## config.mk

```make
export PLATFORM = sky130hd
export DESIGN_NAME = mem_access_unit
export DESIGN_NICKNAME = d
export VERILOG_FILES = /design/src/rtl/mem_access_unit.sv
export SDC_FILE = /design/constraint.sdc
export NUM_CORES = 1
export LEC_CHECK = 0
export BUFFER_PORTS_ARGS = -buffer_cell sky130_fd_sc_hd__clkbuf_2
export CORE_UTILIZATION = 51
export DETAILED_ROUTE_END_ITERATION = 7
export MAX_ROUTING_LAYER = met4
export PLACE_DENSITY = 0.93
export SYNTH_ARGS = -nofsm -noshare
export SYNTH_HDL_FRONTEND = slang
export SYNTH_SLANG_ARGS = --single-unit
```

## constraint.sdc

```tcl
create_clock -name clk -period 2.2 [get_ports clk]
set_input_delay 0.33 -clock clk [delete_from_list [all_inputs] [get_ports clk]]
set_output_delay 0.33 -clock clk [all_outputs]
set_load 0.02 [all_outputs]
```

## src/rtl/mem_access_unit.sv

```systemverilog
`timescale 1ns/1ps
// -----------------------------------------------------------------------------
// mem_access_unit
//
// Data-memory access stage of the JoSDC core, upstream of the writeback 3:1 mux
// (rdata_out drives its y input). It accepts one load/store per start pulse and
// runs a req/ack handshake with data memory. Loads are lane-extracted and
// sign- or zero-extended. Stores are replicated across byte lanes and qualified
// by byte enables.
//
// Optional feature: define MISALIGN_TRAP_EN to trap misaligned half/word ops.
// A trapped op skips the memory access and retires with misalign=1.
//
// Ports
//   clk        core clock, all state updates on rising edge
//   rst        synchronous, active-high reset
//   start      EX stage presents a valid memory op this cycle
//   we         1=store, 0=load
//   size       00=byte, 01=half, 10/11=word
//   sign_ext   loads only: 1=sign-extend, 0=zero-extend
//   addr       byte address
//   wdata      store data (low bits used for byte/half)
//   busy       stall request (combinational, includes start)
//   done       one-cycle retire pulse
//   rdata_out  extended load result, held until the next load retires
//   mem_req    memory request, held until mem_ack
//   mem_we     memory write enable
//   mem_addr   word-aligned address
//   mem_wdata  store data replicated across lanes
//   mem_be     byte enables
//   mem_ack    memory completion (read data valid in the same cycle)
//   mem_rdata  memory read word
//   misalign   misaligned-op flag, valid with done (MISALIGN_TRAP_EN only)
// -----------------------------------------------------------------------------
module mem_access_unit #(
  parameter int n  = 32,
  parameter int AW = 32
) (
  input  logic          clk,
  input  logic          rst,
  input  logic          start,
  input  logic          we,
  input  logic [1:0]    size,
  input  logic          sign_ext,
  input  logic [AW-1:0] addr,
  input  logic [n-1:0]  wdata,
  output logic          busy,
  output logic          done,
  output logic [n-1:0]  rdata_out,
  output logic          mem_req,
  output logic          mem_we,
  output logic [AW-1:0] mem_addr,
  output logic [n-1:0]  mem_wdata,
  output logic [3:0]    mem_be,
  input  logic          mem_ack,
  input  logic [n-1:0]  mem_rdata
`ifdef MISALIGN_TRAP_EN
  ,
  output logic          misalign
`endif
);

  typedef enum logic [1:0] {
    S_IDLE   = 2'd0,
    S_ACCESS = 2'd1,
    S_DONE   = 2'd2
  } state_e;

  state_e          state_q, state_d;
  logic            capture;
  logic [1:0]      size_q;
  logic            sign_q;
  logic [1:0]      lane_q;
  logic            mem_we_q;
  logic [AW-1:0]   mem_addr_q;
  logic [n-1:0]    mem_wdata_q;
  logic [3:0]      mem_be_q;
  logic [n-1:0]    rdata_q, rdata_d;
  logic [3:0]      be_in;
  logic [n-1:0]    wdata_rep;
  logic [7:0]      byte_sel;
  logic [15:0]     half_sel;
  logic [n-1:0]    load_ext;
  logic            misaligned_in;

`ifdef MISALIGN_TRAP_EN
  logic            misalign_q, misalign_d;

  assign misaligned_in = ((size == 2'b01) && addr[0]) ||
                         (size[1] && (addr[1:0] != 2'b00));
`else
  assign misaligned_in = 1'b0;
`endif

  // Byte enables and lane replication are computed from the incoming op so
  // they can be registered directly at capture time.
  always_comb begin
    be_in     = 4'b1111;
    wdata_rep = wdata;
    case (size)
      2'b00: begin
        be_in     = 4'(4'b0001 << addr[1:0]);
        wdata_rep = {4{wdata[7:0]}};
      end
      2'b01: begin
        be_in     = addr[1] ? 4'b1100 : 4'b0011;
        wdata_rep = {2{wdata[15:0]}};
      end
      default: ;
    endcase
  end

  // Load extraction uses the latched lane/size so mem_rdata is consumed in the
  // ack cycle without depending on the (possibly changed) input port values.
  always_comb begin
    case (lane_q)
      2'd0:    byte_sel = mem_rdata[7:0];
      2'd1:    byte_sel = mem_rdata[15:8];
      2'd2:    byte_sel = mem_rdata[23:16];
      default: byte_sel = mem_rdata[31:24];
    endcase
    half_sel = lane_q[1] ? mem_rdata[31:16] : mem_rdata[15:0];
    case (size_q)
      2'b00:   load_ext = {{(n-8){sign_q & byte_sel[7]}}, byte_sel};
      2'b01:   load_ext = {{(n-16){sign_q & half_sel[15]}}, half_sel};
      default: load_ext = mem_rdata;
    endcase
  end

  // NOTE: every signal written here gets a default first; a path that leaves
  // one unassigned would infer a latch.
  always_comb begin
    state_d = state_q;
    capture = 1'b0;
    rdata_d = rdata_q;
`ifdef MISALIGN_TRAP_EN
    misalign_d = 1'b0;
`endif
    case (state_q)
      S_IDLE: begin
        if (start) begin
          capture = 1'b1;
          // A trapped op retires straight away and never touches memory.
          state_d = misaligned_in ? S_DONE : S_ACCESS;
`ifdef MISALIGN_TRAP_EN
          misalign_d = misaligned_in;
`endif
        end
      end
      S_ACCESS: begin
        if (mem_ack) begin
          state_d = S_DONE;
          if (!mem_we_q) rdata_d = load_ext;
        end
      end
      S_DONE:  state_d = S_IDLE;
      default: state_d = S_IDLE;
    endcase
  end

  // NOTE: state registers use non-blocking assignments so every flop samples
  // values from before the edge, independent of statement order.
  always_ff @(posedge clk) begin
    if (rst) begin
      state_q     <= S_IDLE;
      size_q      <= 2'b00;
      sign_q      <= 1'b0;
      lane_q      <= 2'b00;
      mem_we_q    <= 1'b0;
      mem_addr_q  <= '0;
      mem_wdata_q <= '0;
      mem_be_q    <= 4'b0000;
      rdata_q     <= '0;
`ifdef MISALIGN_TRAP_EN
      misalign_q  <= 1'b0;
`endif
    end else begin
      state_q <= state_d;
      rdata_q <= rdata_d;
`ifdef MISALIGN_TRAP_EN
      misalign_q <= misalign_d;
`endif
      if (capture) begin
        size_q      <= size;
        sign_q      <= sign_ext;
        lane_q      <= addr[1:0];
        mem_we_q    <= we;
        mem_addr_q  <= {addr[AW-1:2], 2'b00};
        mem_wdata_q <= wdata_rep;
        mem_be_q    <= be_in;
      end
    end
  end

  // busy includes start so the front-end stalls in the same cycle it issues.
  assign busy      = start | (state_q != S_IDLE);
  assign done      = (state_q == S_DONE);
  assign mem_req   = (state_q == S_ACCESS);
  assign mem_we    = mem_we_q;
  assign mem_addr  = mem_addr_q;
  assign mem_wdata = mem_wdata_q;
  assign mem_be    = mem_be_q;
  assign rdata_out = rdata_q;
`ifdef MISALIGN_TRAP_EN
  assign misalign  = misalign_q;
`endif

endmodule
```

-- Word level (Yosys, flattened, before mapping)
Index checks and enable logic that the tools add are counted.
- flip-flop bits (word level): 106
- bits in latches: 0
- bits in writable memories: 0
- bits in read-only memories: 0
- input bits: 104
- output and inout bits: 104
- memories: 0
- $add $sub $neg: 0
- $mul: 0
- div/mod/pow operators: 0
- $lt $le $gt $ge: 0
- eq/ne operators: 8
- shift-type cells: 1
- muxes and demuxes: 11
- bitwise logic cells: 4
- reductions and logical operators: 7
- operator list (cell ; count):
    one-hot mux 32 bit (2 select lines) ; 2
    one-hot mux 8 bit (3 select lines) ; 1
    2-to-1 mux 16 bit ; 1
    equality test 2 x 1 -> 1 bit, second input constant ; 4
    logical NOT 2 bit ; 4
    one-hot mux 4 bit (2 select lines) ; 1
    equality test 2 bit, second input constant ; 2
    2-to-1 mux 2 bit ; 2
    2-to-1 mux 4 bit ; 1
    one-hot mux 2 bit (2 select lines) ; 1
    << shifter 1 x 2 -> 4 bit, first input constant ; 1
    AND reduction 3 bit ; 1
    bitwise AND 1 bit ; 2
    2-to-1 mux 1 bit ; 2
    != test 2 x 1 -> 1 bit, second input constant ; 1
    != test 2 bit, second input constant ; 1
    AND reduction 2 bit ; 1
    nonzero test 2 bit ; 1
    inverter 1 bit ; 1
    OR 1 bit ; 1

-- Depth between registers and ports, before layout
- depth in word-level cells: 4
- depth in mapped cells: 6

-- Worst setup path after synthesis
Ideal clock, no wire load.
- kind: reg-to-reg
- start: reg state_q[1]
- end: reg rdata_q[20] (netlist: rdata_out[20])
- arrival time: 1.407 ns
- data required time: 2.055 ns
- setup slack: 0.649 ns
- cell stages (with the launch flop): 6
- buffers on the path: 1
- clock period less this slack: 1.551 ns
- path through: dfxtp_1 -> and2b_1 -> nand3b_1 -> a41oi_2 -> buf_6 -> a211oi_2
- word-level cells in the longest chain between the ends: 2
- ends and longest elaborated chain (item ; line ; source):
    start, declared ; 69 ; state_e state_q, state_d;
    start signal, assigned ; 178 ; state_q <= state_d;
    equality test 2 x 1 -> 1 bit ; n/a ;
    via mem_req ; 50 ; output logic mem_req,
    AND reduction 3 bit (no source line) ; n/a ;
    end signal, assigned ; 179 ; rdata_q <= rdata_d;
    end, declared ; 78 ; logic [n-1:0] rdata_q, rdata_d;
The timed path passes the listed nets, and every way through them passes these cells.
A chain may end at the register's enable or synchronous reset.

-- Final worst setup path
- start: reg lane_q[1]
- end: reg rdata_q[12] (netlist: rdata_out[12])
- word-level cells in the longest chain between the ends: 4
- ends and longest elaborated chain (item ; line ; source):
    start, declared ; 73 ; logic [1:0] lane_q;
    start signal, assigned ; 186 ; lane_q <= addr[1:0];
    equality test 2 bit, or another cell as far along ; 116 ; case (lane_q)
    one-hot mux 8 bit (3 select lines) ; 116 ;
    bitwise AND 1 bit ; 124 ; 2'b00: load_ext = {{(n-8){sign_q & byte_sel[7]}}, byte_sel};
    one-hot mux 32 bit (2 select lines) (*) ; 123 ; case (size_q)
Mark *: on every way between the ends. The rest lies on a longest branch, timed or not.

==> results.json <==
{
  "finalHoldViolCount": 0,
  "finalSetupTns_ns": 0,
  "ys_seq_elements": 106,
  "max-vdd-ir-drop_v": 0.000423,
  "crit_path_end_kind": "flip-flop",
  "synth_cell_types": 37,
  "switching_share": 0.316,
  "final_area_um2": 5980,
  "timing.rr.start": "lane_q[1]$_SDFFE_PP0P_",
  "grt_max_degree": 64,
  "drc": 0,
  "hpwl_um": 10200,
  "pwr-share-clk": 0.284,
  "critPathMaxFanout": 17,
  "drive_gt1_frac": 0.333,
  "area_growth_pct": 25.6,
  "clockBufferDepth": 2,
  "synth_top_area_share": 0.445,
  "firstDrtPassIters": 4,
  "p_leak_uw": 0.00263,
  "dpl_cell_area_um2": 5780,
  "cts_buffers": 9,
  "cap_violations": 0,
  "cts_root_buf": "clkbuf_8",
  "placedCellCount": 860,
  "fin_skew_ns": 0.0155,
  "max_freq_mhz": 522,
  "die_h_um": 98.6,
  "grt_pass1_vias": 4735,
  "start_util": 0.536,
  "ioPinCount": 208,
  "layout_common_cells": "204 x clkbuf_2, 151 x nand2_1, 106 x dfxtp_1",
  "clk_latency_ns": 0.37,
  "internal_power_uw": 2940,
  "min_period_ns": 1.92,
  "p_per_area_nw_per_um2": 717,
  "finalCritPeriodShare": 0.872,
  "status": "complete, no violations",
  "combPwrFrac": 0.218,
  "rsz0062_at_grt": "no",
  "worstHoldPathType": "primary input to flip-flop",
  "endpoint": "rdata_out[12]$_SDFFE_PP0P_",
  "routed_wl_um": 13800,
  "required_ns": 2.46,
  "antenna_found_initial": 0,
  "layout_commonest_cell": "clkbuf_2",
  "p_seq_frac": 0.497,
  "nNetsFinal": 867,
  "max_slew_margin": 0.616,
  "vias": 4925,
  "core_area_um2": 8890,
  "r2r_setup_slack_ns": 0.28,
  "fin_cells": 876,
  "arrival_ns": 2.18,
  "synth_area_um2": 4760,
  "timing.hold.ws_ns": 0.170,
  "synth_ff_type": "dfxtp_1",
  "cts_resized": 0,
  "crit_type": "flip-flop to flip-flop",
  "setup_viol": 0,
  "ys_warn_count": 0,
  "reg2reg_depth": 4,
  "final_antenna_net_count": 0,
  "n_fill_cell": 712,
  "synth_enable_flop_cells": 0,
  "worst_r2r_endpoint": "rdata_out[12]$_SDFFE_PP0P_",
  "fin_util": 0.673,
  "syn_area_per_cell_um2": 8.10,
  "clock-sinks": 106,
  "drtIter0Drc": 271,
  "yosysSeqAreaShare": 0.445,
  "yosys.area.top_type": "dfxtp_1",
  "rows": 34,
  "cts_hold_buf": 0,
  "syn_inst": 588,
  "postCtsSetupRepairBufs": 0,
  "tightest_slew_ns": 0.576,
  "antennaDiodeCount": 0,
  "die_w_um": 98.6,
  "cts_tree": "built",
  "grt_first_pass_wirelength_um": 22200,
  "cp-start-kind": "flip-flop",
  "p_switching_uw": 1360,
  "maxSlewViolCount": 0,
  "io_buffers": 205,
  "wl_per_cell_um": 15.8,
  "die_area_um2": 9730,
  "via_per_inst": 5.62,
  "synthTopCellsByArea": "dfxtp_1 45%, nand2_1 12%, a21oi_1 6.6%",
  "routabilityCongestion": 0.965,
  "cp-startpoint": "lane_q[1]$_SDFFE_PP0P_",
  "htree_levels": 3,
  "clkSlewWorstSetupHoldPaths_ns": 0.11,
  "overflow": 0,
  "ys_async_sr_fraction": 0,
  "grt_use_total": 0.293
}
power by group through the flow:
stage          registers, uW  logic (uW)  clock network [uW]
2_1_floorplan           2310         455                   0
3_3_place_gp            2170         907                   0
3_5_place_dp            2180         929                   0
4_1_cts                 2130         933                1240
5_1_grt                 2150        1020                1320
6_report                2140         937                1220
cells by family after synthesis:
family / after synthesis / share of synthesized area
other: 1 / 0.000787
buffers and inverters: 56 / 0.0583
AO/OA/AOI/OAI: 155 / 0.221
multiplexers: 25 / 0.0544
flip-flops: 106 / 0.445
AND/OR/NAND/NOR: 245 / 0.220
critical path: stages (launching register included):
cell and delay [ns]:
dfxtp_1 0.65, inv_1 0.32, nor4_1 0.42, nor3_2 0.16, a311oi_1 0.26
synth_stat cells (2+ instances only):
cell and number:
mux2_2 7, a211oi_2 11, or3_1 2, buf_1 2
buf_4 4, buf_6 4, dfxtp_1 106, a311oi_1 21
mux2i_1 18, nand2_1 152, o21ai_0 20, a211oi_1 18
nand2b_1 13, nand3_1 2, a2bb2oi_1 6, clkbuf_1 26
buf_2 18, nand3b_1 2, nor4_1 3, and2b_1 2
a21oi_1 63, nor4bb_1 6, nor2_1 57, o22ai_1 3
inv_1 2, nor3b_1 2, a22oi_1 8
worst min path at each step:
stage                                          from                   endpoint  slack [ns]  cells past startpoint
after floorplan                             mem_ack    state_q[1]$_SDFFE_PP0P_        0.44                      2
after global placement    mem_addr[30]$_SDFFE_PP0P_  mem_addr[30]$_SDFFE_PP0P_        0.44                      2
after detailed placement  mem_addr[24]$_SDFFE_PP0P_  mem_addr[24]$_SDFFE_PP0P_        0.45                      2
after CTS                                  addr[30]  mem_addr[30]$_SDFFE_PP0P_        0.16                      3
after global routing                       addr[24]  mem_addr[24]$_SDFFE_PP0P_        0.17                      3
final                                      addr[30]  mem_addr[30]$_SDFFE_PP0P_        0.17                      3
layer usage:
layer / vias up / global-route usage / part of all wire
li1: 2380 / - / -
met1: 2256 / 0.357 / 0.41
met2: 256 / 0.467 / 0.48
met3: 33 / 0.0610 / 0.079
met4: 0 / 0.131 / 0.027
met5: - / - / 0
cell type report:
cell class                      count  area, um^2  area share
Clock inverter                      7        76.3      0.0128
Timing Repair Buffer              217        1140       0.191
Sequential cell                   106        2120       0.355
Multi-Input combinational cell    427        2370       0.397
Clock buffer                        9         124      0.0207
Tap cell                          108         135      0.0226
Inverter                            2        7.51     0.00125
stage by stage:
stage | total power (uW) | setup WS [ns]
global route | 4490 | 0.0975
finish | 4290 | 0.282
floorplan | 2760 | 0.649
detailed placement | 3110 | 0.313
CTS | 4310 | 0.291
global placement | 3080 | 0.446
sequential cells by signal, summed over array words and instances (netlist names):
signal / count
mem_wdata: 32
rdata_out: 32
mem_addr: 30
mem_be: 4
lane_q: 2
size_q: 2
state_q: 2
mem_we: 1
sign_q: 1
(Power assumes the default switching activity.)
